--- src/rtl/host_tx_arbiter.sv ---
// host_tx_arbiter
//
// Packet-atomic round-robin arbiter. It merges N_SRC AXI-stream byte sources
// onto the single host byte stream. A grant is held from a packet's first beat
// through its tlast beat, so packets from different sources never interleave.
//
// Ports:
//   clk, reset        system clock; synchronous active-high reset
//   s_tdata/tvalid/tlast/tready   per-source streams (source i at [i*DATA_W +: DATA_W])
//   m_tdata/tvalid/tlast/tready   merged stream towards the to-host FIFO
//   grant_vld, grant_idx          link ownership (idx holds its value when not granted)
//   abort_pulse                   one cycle when the stall watchdog fires
//
// Build option: define HOST_TX_ARB_WATCHDOG_EN to compile in the stall watchdog
// and the ABORT state. Without it abort_pulse is tied low and a stalled
// granted source keeps the link indefinitely.
//
// state | meaning
// ------+----------------------------------------------------------
// IDLE  | no grant; arbitrate among valid sources from rr_ptr upward
// BUSY  | one source granted; its stream is muxed straight through
// ABORT | emitting the single ABORT_BYTE terminator (watchdog only)

module host_tx_arbiter #(
    parameter int                 N_SRC      = 2,
    parameter int                 DATA_W     = 8,
    parameter int                 TIMEOUT    = 1024,
    parameter logic [DATA_W-1:0]  ABORT_BYTE = DATA_W'(8'hFF)
) (
    input  logic                        clk,
    input  logic                        reset,
    input  logic [N_SRC*DATA_W-1:0]     s_tdata,
    input  logic [N_SRC-1:0]            s_tvalid,
    input  logic [N_SRC-1:0]            s_tlast,
    output logic [N_SRC-1:0]            s_tready,
    output logic [DATA_W-1:0]           m_tdata,
    output logic                        m_tvalid,
    output logic                        m_tlast,
    input  logic                        m_tready,
    output logic                        grant_vld,
    output logic [$clog2(N_SRC)-1:0]    grant_idx,
    output logic                        abort_pulse
);

    localparam int IW = $clog2(N_SRC);

    typedef enum logic [1:0] {
        ST_IDLE  = 2'd0,
`ifdef HOST_TX_ARB_WATCHDOG_EN
        ST_ABORT = 2'd2,
`endif
        ST_BUSY  = 2'd1
    } state_t;

    state_t             state_q;
    logic [IW-1:0]      grant_idx_q;
    logic [IW-1:0]      rr_ptr_q;
    logic [IW-1:0]      rr_ptr_d;
    logic               grant_vld_q;

    logic [IW-1:0]      pick_idx;
    logic               pick_vld;
    logic [IW-1:0]      cand;
    logic               g_valid;
    logic               g_last;
    logic [DATA_W-1:0]  g_data;
    logic               busy;
    logic               beat;

    assign busy    = (state_q == ST_BUSY);
    assign g_valid = s_tvalid[grant_idx_q];
    assign g_last  = s_tlast[grant_idx_q];
    assign g_data  = s_tdata[grant_idx_q*DATA_W +: DATA_W];
    assign beat    = busy && g_valid && m_tready;

    // Source that just held the link becomes lowest priority; explicit wrap
    // keeps the pointer inside 0..N_SRC-1 for non power-of-two N_SRC.
    assign rr_ptr_d = (grant_idx_q == IW'(N_SRC - 1)) ? '0 : grant_idx_q + 1'b1;

    // First valid source at or after rr_ptr, scanning upward modulo N_SRC.
    always_comb begin
        pick_vld = 1'b0;
        pick_idx = '0;
        cand     = '0;
        for (int k = 0; k < N_SRC; k++) begin
            cand = IW'((int'(rr_ptr_q) + k) % N_SRC);
            if (!pick_vld && s_tvalid[cand]) begin
                pick_vld = 1'b1;
                pick_idx = cand;
            end
        end
    end

`ifdef HOST_TX_ARB_WATCHDOG_EN
    logic [15:0] cnt_q;
    logic [15:0] cnt_d;
    logic        wdog_fire;
    logic        in_abort;

    assign in_abort  = (state_q == ST_ABORT);
    assign cnt_d     = cnt_q + 16'd1;
    // Fires on the stalled cycle that brings the count to TIMEOUT.
    assign wdog_fire = busy && !g_valid && (cnt_d == 16'(TIMEOUT));
    assign abort_pulse = wdog_fire;
`else
    logic in_abort;
    logic unused_cfg;

    assign in_abort    = 1'b0;
    assign abort_pulse = 1'b0;
    assign unused_cfg  = ^{ABORT_BYTE, 32'(TIMEOUT)};
`endif

    always_comb begin
        s_tready = '0;
        if (busy) begin
            s_tready[grant_idx_q] = m_tready;
        end
    end

    always_comb begin
        m_tdata  = '0;
        m_tvalid = 1'b0;
        m_tlast  = 1'b0;
        if (busy) begin
            m_tdata  = g_data;
            m_tvalid = g_valid;
            m_tlast  = g_last;
        end else if (in_abort) begin
            m_tdata  = ABORT_BYTE;
            m_tvalid = 1'b1;
            m_tlast  = 1'b1;
        end
    end

    assign grant_vld = grant_vld_q;
    assign grant_idx = grant_idx_q;

    always_ff @(posedge clk) begin
        if (reset) begin
            state_q     <= ST_IDLE;
            grant_idx_q <= '0;
            rr_ptr_q    <= '0;
            grant_vld_q <= 1'b0;
`ifdef HOST_TX_ARB_WATCHDOG_EN
            cnt_q       <= '0;
`endif
        end else begin
            case (state_q)
                ST_IDLE: begin
                    if (pick_vld) begin
                        state_q     <= ST_BUSY;
                        grant_idx_q <= pick_idx;
                        grant_vld_q <= 1'b1;
`ifdef HOST_TX_ARB_WATCHDOG_EN
                        cnt_q       <= '0;
`endif
                    end
                end
                ST_BUSY: begin
`ifdef HOST_TX_ARB_WATCHDOG_EN
                    // Downstream back-pressure (valid high, ready low) holds the count.
                    if (beat) begin
                        cnt_q <= '0;
                    end else if (!g_valid) begin
                        cnt_q <= cnt_d;
                    end
`endif
                    if (beat && g_last) begin
                        state_q     <= ST_IDLE;
                        rr_ptr_q    <= rr_ptr_d;
                        grant_vld_q <= 1'b0;
                    end
`ifdef HOST_TX_ARB_WATCHDOG_EN
                    else if (wdog_fire) begin
                        state_q <= ST_ABORT;
                    end
`endif
                end
`ifdef HOST_TX_ARB_WATCHDOG_EN
                ST_ABORT: begin
                    if (m_tready) begin
                        state_q     <= ST_IDLE;
                        rr_ptr_q    <= rr_ptr_d;
                        grant_vld_q <= 1'b0;
                    end
                end
`endif
                default: state_q <= ST_IDLE;
            endcase
        end
    end

endmodule

--- config.mk ---
export PLATFORM = sky130hd
export DESIGN_NAME = host_tx_arbiter
export DESIGN_NICKNAME = d
export VERILOG_FILES = /design/src/rtl/host_tx_arbiter.sv
export SDC_FILE = /design/constraint.sdc
export NUM_CORES = 1
export LEC_CHECK = 0
export ABC_AREA = 0
export CORE_AREA = 2 2 39 41
export CTS_BUF_LIST = sky130_fd_sc_hd__clkbuf_2
export DETAILED_ROUTE_END_ITERATION = 8
export DIE_AREA = 0 0 41 43
export DONT_BUFFER_PORTS = 1
export GPL_ROUTABILITY_DRIVEN = 0
export PLACE_DENSITY_LB_ADDON = 0.12
export SLEW_MARGIN = 15
export SYNTH_ARGS = -nofsm -noshare
export SYNTH_HDL_FRONTEND = slang
export SYNTH_SLANG_ARGS = --single-unit
--- constraint.sdc ---
create_clock -name clk -period 1.1 [get_ports clk]
set_input_delay 0.055 -clock clk [delete_from_list [all_inputs] [get_ports clk]]
set_output_delay 0.055 -clock clk [all_outputs]
set_load 0.05 [all_outputs]
==> flow_metrics.tcl <==
set metrics [dict create \
    whs_ns 0.0333 \
    synth_top_family_by_area "multiplexers" \
    io_buffers 0 \
    synthXorXnorAreaFrac_pct 0 \
    cp-start-kind "flip-flop" \
    wl_met3_um 109 \
    layout_common_cells "buf_12 (12), nor2_4 (10), mux2i_4 (7), clkbuf_2 (4)" \
    cp-end-kind "output pin" \
    synth_compound_gate_area_share_pct 10.9 \
    ys.flop_type "dfxtp_1" \
    die_area_um2 1760 \
    report.final.slew_viol_count 0 \
    failed_checks "setup timing" \
    cp.required_ns 1.04 \
    stdcell_area_um2 837 \
    yosysWarnings 0 \
    async_flop_share_pct 0 \
    final.period_utilization_pct 115 \
    period_minus_slack_ns 1.27 \
    wl_met1_um 350 \
    synth_adder_area_share_pct 0 \
    grt_max_degree 12 \
    syn-instance-count 40 \
    synth_seq_cells 3 \
    diodes 0 \
    grt_overflow 0 \
    p_leak_nw 0.297 \
    ir_worst_vdd_mv 0.449 \
    critPathMaxFanout 7 \
    worst_ep_arrival_time_ns 1.21 \
    cpMostUsedCell "buf_12" \
    io_pins 38 \
    post_dp_cell_area_um2 643 \
    setup_ws_ns -0.167 \
    syn-num-nets 63 \
    criticalPathCategory "reg -> out" \
    htreeDepth 1 \
    nets 86 \
    synth_cell_types 17 \
    seq_area_um2 67.6 \
    drt_iter0_drc 2 \
    stdcell_count 78 \
    dpl_worst_slack_ns -0.165 \
    final-setup-viol-count 13 \
    cts_tree "done" \
    hold_path.class "in -> reg" \
    cp_slowest_stage_delay_ns 0.36 \
    cap_violations 0 \
    yosys.area_share.simple_pct 24.3 \
    path_delay_family "flip-flops" \
    initial_core_util_pct 21.6 \
    synth_area_leaders "mux2i_1 (33%), dfxtp_1 (20%), nor2_1 (13%), nor3_1 (5.0%), buf_6 (3.8%)" \
    clkLatencyLatePin_ns 0.23 \
    grt_pass1_vias 439 \
    routed.top_layer "met4" \
    area_delta_synth_final_pct 180 \
    rrSetupSlack_ns -0.03 \
    die_x_um 41 \
    clock-sinks 3 \
    avgSynthCellArea_um2 7.48 \
    std_cell_rows 14 \
    dr.pass1.iters 2 \
    viasPerCell 5.23 \
    cp_cell_sequence "buf_12, mux2i_2, nor2_4, buf_12" \
    finClkSkew_ns 0.00675 \
    worst-path-buf-inv 2 \
    numCtsBuffers 3 \
    grt_first_pass_wirelength_um 1800 \
    dpl.hpwl_um 857 \
    drive_gt1_share_pct 74.2 \
    fp.dieH_um 43 \
    clockBufferDepth 2 \
    antenna_found_initial 0 \
    core_area_um2 1380 \
    place_inst 68 \
    hold_viol 0 \
    route.vias.total 408 \
    grt_util_all_layers_pct 15.8 \
    muxShareOfSynthArea_pct 33.5 \
    synth_top_area_share_pct 33.5 \
    root_buffer "clkbuf_2" \
    synth_edf_count 0 \
    fillers 110 \
    synth_seq_area_share_pct 20.1 \
    wirelength_um 1210 \
    status "finished, violations left" \
    syn_area_um2 299 \
    crit_path_top_delay_cell "dfxtp_4" \
    pwr_density_cell_nw_per_um2 914 \
    cts.clk_slew.worst_paths_ns 0.04 \
    mostFrequentLayoutCell "buf_12" \
    fmax_ghz 0.789 \
    drc 0 \
    avgRoutedWirePerCell_um 15.5 \
    multi_input_area_um2 388 \
    wl_met2_um 724 \
    post-route-util_pct 60.5 \
    yosys.area.top_type "mux2i_1" \
    postRouteAntennaNets 0 \
    grt_setup_unrepaired "true" \
]
sequential cells by signal, summed over array words and instances (netlist names):
signal	cells
grant_idx	1
grant_vld	1
rr_ptr_q	1
metal layers:
layer	vias up	track usage [%]
li1	186	-
met1	190	11.5
met2	29	31.6
met3	3	3.14
met4	0	10.0
met5	-	0
path summary, 6_finish.rpt:
kind              cells after the start         from    endpoint
setup / recovery                      4    grant_idx  m_tdata[6]
hold / removal                        2  s_tvalid[1]   grant_idx
hold reg to reg                       2     rr_ptr_q    rr_ptr_q
setup reg to reg                      4    grant_idx   grant_vld
logic make-up after synthesis:
kind of cell | after synthesis
multiplexers | 10
buffers and inverters | 5
other | 1
flip-flops | 3
AO/OA/AOI/OAI | 5
AND/OR/NAND/NOR | 16
timing repair:
action	4_1_cts	5_1_grt
buffers inserted	3	0
hold endpoints to repair	3	0
resized for setup	17	5
hold buffers	3	0
pin swaps	0	2
setup endpoints to repair	13	15
metrics by stage:
step	setup TNS [ns]	total power (W)
final	-1.62	0.000765
after global routing	-2.17	0.000799
after CTS	-1.66	0.000757
after detailed placement	-0.204	0.000531
after global placement	0	0.000521
after floorplan	-0.125	0.000386
power breakdown:
group	switching [W]	leakage [nW]	internal, W
combinational	0.000249	0.254	0.000226
sequential	0.00000742	0.0259	0.000114
clock	0.0000717	0.0166	0.0000960
total	0.000328	0.297	0.000437
layout make-up:
| type | count | area share [%] |
|---|---|---|
| tap | 16 | 2.39 |
| multi-input combinational | 32 | 46.3 |
| timing repair buffer | 21 | 39.9 |
| clock buffer | 4 | 2.39 |
| inverter | 2 | 0.897 |
| sequential | 3 | 8.07 |
synthesized netlist by cell type (2+ instances only):
| cell type | number |
|---|---|
| dfxtp_1 | 3 |
| inv_1 | 2 |
| mux2i_1 | 10 |
| nor2_1 | 10 |
| nor3_1 | 3 |
(Power assumes the default switching activity.)
